**src/rtl/ascii_pkg.sv**
```systemverilog
// Shared definitions for the ASCII serializer: character width, FSM encoding
// and a few character constants.
package ascii_pkg;

  localparam int unsigned DEFAULT_CHAR_W = 7;

  localparam logic [0:0] StIdle  = 1'b0;
  localparam logic [0:0] StShift = 1'b1;

  localparam logic [6:0] AsciiUpperA = 7'h41;
  localparam logic [6:0] AsciiUpperZ = 7'h5A;
  localparam logic [6:0] AsciiNul    = 7'h00;
  localparam logic [6:0] AsciiDel    = 7'h7F;

endpackage

```
**src/rtl/char_fifo.sv**
```systemverilog
// Small character FIFO with an occupancy counter; synchronous active-high reset.
module char_fifo #(
  parameter int unsigned CHAR_W = 7,
  parameter int unsigned DEPTH  = 4
) (
  input  logic              clk_i,
  input  logic              rst_i,
  input  logic              push_i,
  input  logic [CHAR_W-1:0] wdata_i,
  input  logic              pop_i,
  output logic [CHAR_W-1:0] rdata_o,
  output logic              full_o,
  output logic              empty_o
);

  localparam int unsigned AW = $clog2(DEPTH);

  logic [CHAR_W-1:0] mem_q [DEPTH];
  logic [AW-1:0]     wptr_q, rptr_q;
  logic [AW:0]       cnt_q;
  logic              do_push, do_pop;

  assign do_push = push_i && !full_o;
  assign do_pop  = pop_i && !empty_o;

  // DEPTH is a power of two, so the counter MSB alone marks full.
  assign full_o  = cnt_q[AW];
  assign empty_o = (cnt_q == '0);
  assign rdata_o = mem_q[rptr_q];

  always_ff @(posedge clk_i) begin
    if (do_push) begin
      mem_q[wptr_q] <= wdata_i;
    end
  end

  always_ff @(posedge clk_i) begin
    if (rst_i) begin
      wptr_q <= '0;
      rptr_q <= '0;
      cnt_q  <= '0;
    end else begin
      if (do_push) begin
        wptr_q <= wptr_q + AW'(1);
      end
      if (do_pop) begin
        rptr_q <= rptr_q + AW'(1);
      end
      case ({do_push, do_pop})
        2'b10:   cnt_q <= cnt_q + (AW+1)'(1);
        2'b01:   cnt_q <= cnt_q - (AW+1)'(1);
        default: cnt_q <= cnt_q;
      endcase
    end
  end

endmodule

```
**src/rtl/ascii_serializer.sv**
```systemverilog
// Buffers ASCII characters and shifts them out MSB first, back-to-back, with
// per-bit qualifiers for the downstream serial-to-parallel converter.
module ascii_serializer
  import ascii_pkg::*;
#(
  parameter int unsigned CHAR_W = DEFAULT_CHAR_W,
  parameter int unsigned DEPTH  = 4
) (
  input  logic              clk,
  input  logic              rst,
  input  logic [CHAR_W-1:0] in_char,
  input  logic              in_valid,
  output logic              in_ready,
  output logic              data,
  output logic              bit_valid,
  output logic              first_bit,
  output logic              busy,
  output logic [7:0]        char_count
);

  localparam int unsigned IW = $clog2(CHAR_W);
  localparam logic [IW-1:0] LastIdx = IW'(CHAR_W - 1);

  logic [0:0]        state_q, state_d;
  logic [CHAR_W-1:0] shreg_q, shreg_d;
  logic [IW-1:0]     idx_q, idx_d;
  logic [7:0]        cnt_q, cnt_d;

  logic              fifo_pop, fifo_full, fifo_empty;
  logic [CHAR_W-1:0] fifo_rdata;

  char_fifo #(
    .CHAR_W(CHAR_W),
    .DEPTH (DEPTH)
  ) u_fifo (
    .clk_i  (clk),
    .rst_i  (rst),
    .push_i (in_valid),
    .wdata_i(in_char),
    .pop_i  (fifo_pop),
    .rdata_o(fifo_rdata),
    .full_o (fifo_full),
    .empty_o(fifo_empty)
  );

  always_comb begin
    state_d  = state_q;
    shreg_d  = shreg_q;
    idx_d    = idx_q;
    cnt_d    = cnt_q;
    fifo_pop = 1'b0;
    case (state_q)
      StIdle: begin
        if (!fifo_empty) begin
          fifo_pop = 1'b1;
          shreg_d  = fifo_rdata;
          idx_d    = LastIdx;
          state_d  = StShift;
        end
      end
      StShift: begin
        shreg_d = shreg_q << 1;
        idx_d   = idx_q - IW'(1);
        if (idx_q == '0) begin
          cnt_d = cnt_q + 8'd1;
          // Reload immediately so consecutive characters have no gap bit.
          if (!fifo_empty) begin
            fifo_pop = 1'b1;
            shreg_d  = fifo_rdata;
            idx_d    = LastIdx;
          end else begin
            state_d = StIdle;
          end
        end
      end
      default: state_d = StIdle;
    endcase
  end

  always_ff @(posedge clk) begin
    if (rst) begin
      state_q <= StIdle;
      shreg_q <= '0;
      idx_q   <= '0;
      cnt_q   <= '0;
    end else begin
      state_q <= state_d;
      shreg_q <= shreg_d;
      idx_q   <= idx_d;
      cnt_q   <= cnt_d;
    end
  end

  assign in_ready   = !fifo_full;
  assign bit_valid  = (state_q == StShift);
  assign data       = bit_valid && shreg_q[CHAR_W-1];
  assign first_bit  = bit_valid && (idx_q == LastIdx);
  assign busy       = bit_valid || !fifo_empty;
  assign char_count = cnt_q;

endmodule

```
**config.mk**
```make
export PLATFORM = sky130hd
export DESIGN_NAME = ascii_serializer
export DESIGN_NICKNAME = d
export VERILOG_FILES = /design/src/rtl/ascii_pkg.sv /design/src/rtl/char_fifo.sv /design/src/rtl/ascii_serializer.sv
export SDC_FILE = /design/constraint.sdc
export NUM_CORES = 1
export LEC_CHECK = 0
export BUFFER_PORTS_ARGS = -buffer_cell sky130_fd_sc_hd__buf_4
export CORE_ASPECT_RATIO = 0.75
export CORE_MARGIN = 5
export CORE_UTILIZATION = 52
export CTS_CLUSTER_DIAMETER = 150
export CTS_CLUSTER_SIZE = 24
export DETAILED_ROUTE_END_ITERATION = 7
export GPL_TIMING_DRIVEN = 0
export PLACE_DENSITY = 0.74
export SLEW_MARGIN = 25
export SYNTH_ARGS = -nofsm -noshare
export SYNTH_HDL_FRONTEND = slang
export SYNTH_SLANG_ARGS = --single-unit
```
**constraint.sdc**
```tcl
create_clock -name clk -period 2.4 [get_ports clk]
set_clock_uncertainty 0.2 [all_clocks]
set_input_delay 0.24 -clock clk [delete_from_list [all_inputs] [get_ports clk]]
set_output_delay 0.24 -clock clk [all_outputs]
set_load 0.05 [all_outputs]
```
==> metrics.yaml <==
routing:
  drt_iter0_markers: 89
  drt_first_pass_iters: 4
  ant_nets: 0
  drc: 0
  wirelength_um: 4340
  post_drt_wl_per_cell_um: 15.2
  viasPerCell: 5.34
  vias: 1523
global_route:
  grt_pass1_wl_um: 7270
  grt_max_degree: 19
  grt_overflow: 0
  grt_usage: 0.164
  busiest_layer: "met2"
  grt_pass1_vias: 1547
  grt.met1_usage: 0.215
  antenna_found_initial: 0
  grt_util_met2: 0.269
  grtUsageMet3: 0.0469
power_and_ir_drop:
  ir_drop_v: 0.000721
  power_w: 0.00331
  leakage_nw: 1.06
  power.density_nw_per_um2: 1170
finish:
  drive_gt1_frac: 0.289
  insertedDiodeCount: 0
  syn2layout_area_growth_pct: 21.6
  utilization: 0.645
  final_cells: 285
  fillers: 350
  nets: 247
setup_path:
  reg2reg_slack_ps: 120
  timing.rr.start: "idx_q[1]$_SDFFE_PP0P_"
  r2r_cells: 11
  path_cells: "inv_2, ha_4, nand2b_4, a21oi_4, buf_6, ha_4, inv_1, fa_2, xor2_1, or3_4, a21oi_2"
  crit_family: "adder cells"
  r2r_end: "u_fifo.cnt_q[2]$_SDFFE_PP0P_"
  critPathMostFrequentCell: "ha_4"
  cp_num_buf_inv: 3
  max_stage_delay_ps: 340
  path_class: "register to register"
  startpoint_type: "register"
  worstPathRequired_ps: 2440
  crit_slowest_cell: "dfxtp_2"
  critical_path_arrival_ps: 2320
  worstSetupEndpointType: "register"
  critPathMaxFanout: 3
placement:
  dp_hpwl_um: 3030
  place_congestion: 0.754
  io_buffers: 21
  dp_cells: 263
hold_path:
  hold_end: "shreg_q[1]$_SDFFE_PP0P_"
  min_delay_path_depth: 2
  min_path_type: "primary input to register"
  hp-start: "rst"
logic_synthesis:
  synth-edff-count: 28
  synth_nets: 205
  synth.area.top_cells: "edfxtp_1 36%, dfxtp_1 24%, mux4_2 6.7%, ha_1 4.8%, nor2_1 3.2%"
  avgSynthCellArea_um2: 12.6
  syn_area_um2: 2340
  ys.flop_type: "edfxtp_1"
  synthCells: 185
  ys_warn_count: 0
  synthArstFlopShare: 0
  post_synth_num_cell_types: 38
  ys_ff_latch: 56
  synth_top_area_frac: 0.359
  ys_seq_area_frac: 0.599
  synth_common_cells: "28 x dfxtp_1, 28 x edfxtp_1, 20 x nor2_1"
  synth_top_cell_by_area: "edfxtp_1"
timing:
  fin_crit_ps: 2280
  tightest_slew_ps: 551
  final_hold_viol_count: 0
  period_share: 0.949
  grt_setup_unrepaired: "no"
  max-slew-margin-rel: 0.633
  setup_viol: 0
  maxSlewViolCount: 0
  timing.fmax_ghz: 0.439
  setup_tns_ps: 0
clock_tree:
  cts_buffer_depth: 2
  cts_tree: "done"
  cts_buffers: 5
  path_clk_slew_ps: 100
  cts.sinks: 56
  cts-root-buf: "clkbuf_8"
  clock_latency_ps: 300
  ctsHtreeMaxLevel: 2
die:
  die_x_um: 87.5
  rows: 21
  fp.dieH_um: 68.1
  start_util: 0.530
  dieArea_um2: 5950
  ios: 23
  coreArea_um2: 4410
flow_run:
  maxCapViolCount: 0
status:
  status: "finished, final reports clean"
worst max-delay path by stage:
stage	start	to	slack [ps]	cells past startpoint
global route	idx_q[0]$_SDFFE_PP0P_	u_fifo.cnt_q[2]$_SDFFE_PP0P_	50	11
detailed placement	idx_q[1]$_SDFFE_PP0P_	u_fifo.cnt_q[2]$_SDFFE_PP0P_	-160	11
CTS	idx_q[1]$_SDFFE_PP0P_	u_fifo.cnt_q[2]$_SDFFE_PP0P_	2	11
global placement	idx_q[0]$_SDFFE_PP0P_	u_fifo.cnt_q[2]$_SDFFE_PP0P_	-100	11
finish	idx_q[1]$_SDFFE_PP0P_	u_fifo.cnt_q[2]$_SDFFE_PP0P_	120	11
floorplan	idx_q[1]$_SDFFE_PP0P_	u_fifo.cnt_q[2]$_SDFFE_PP0P_	20	11
timing repair:
action / CTS / global route
gates resized for setup: 5 / 4
endpoints found under the setup margin: 1 / 1
pin swaps: 2 / 2
endpoints found under the hold margin: 28 / 0
buffers inserted: 4 / 3
hold buffers: 7 / 0
flip-flops by register name, summed over array words and instances (netlist names), named ones only:
name / cells
u_fifo.mem_q: 28
char_count: 8
shreg_q: 7
idx_q: 3
u_fifo.cnt_q: 3
u_fifo.rptr_q: 2
u_fifo.wptr_q: 2
bit_valid: 1
layout by cell type, fill, tap and decap left out, drive strengths merged, types with 3 or more instances in the layout:
cell type / n
nand4: 3
ha: 9
xnor2: 5
dlygate4sd3: 7
buf: 34
a21oi: 10
nor2: 21
inv: 11
a22oi: 6
mux4: 7
o21ai: 8
edfxtp: 28
nand2: 10
and2: 5
nor3: 4
dfxtp: 28
xor2: 5
clkbuf: 8
routing by layer:
metal  share of wire  routed length, µm  up-vias
met3           0.044                190        5
met2            0.48               2060       29
met4          0.0083                 36        0
li1                -                  -      742
met5               0                  0        -
met1            0.47               2050      747
worst reg2reg max path, delay by kind of cell, from the launching register on:
| family | cells | cell delay, ps |
|---|---|---|
| AOI/OAI and AO/OA | 2 | 270 |
| xor gates and xnor gates | 1 | 160 |
| adders and majority gates | 3 | 600 |
| buffers and inverters | 3 | 250 |
| DFF | 1 | 340 |
| and+or+nand+nor | 2 | 400 |
layout make-up:
class	count	area (µm²)	share of cell area
Sequential cell	56	1410	0.494
Tap cell	57	71.3	0.0251
Multi-Input combinational cell	110	903	0.318
Clock buffer	5	68.8	0.0242
Timing Repair Buffer	35	280	0.0985
Clock inverter	3	22.5	0.00792
Inverter	10	37.5	0.0132
Buffer	9	55.1	0.0193
power breakdown:
part / internal [W] / switching (W)
registers: 0.00121 / 0.000123
clock network: 0.000210 / 0.000311
logic: 0.000674 / 0.000789
metrics by stage:
stage | cell area (µm²) | setup WS (ps) | hold slack, ps
after floorplan | 2370 | 16.5 | 139
after global placement | 2590 | -96.5 | 237
after detailed placement | 2590 | -160 | 242
after CTS | 2810 | 1.60 | 86.8
after global routing | 2850 | 47.2 | 102
final | 2850 | 122 | 88.4
cells by family (layout without fill, tap and decap cells):
family	count (synthesis)	after routing	share of synthesized area
adders and majority gates	10	10	0.0567
muxes	8	8	0.0717
xor gates and xnor gates	10	10	0.0374
DFF	56	56	0.599
AOI/OAI and AO/OA	29	29	0.0765
buffers and inverters	19	62	0.0380
and+or+nand+nor	53	53	0.121
Note: power is estimated with default switching activity, not from simulation.
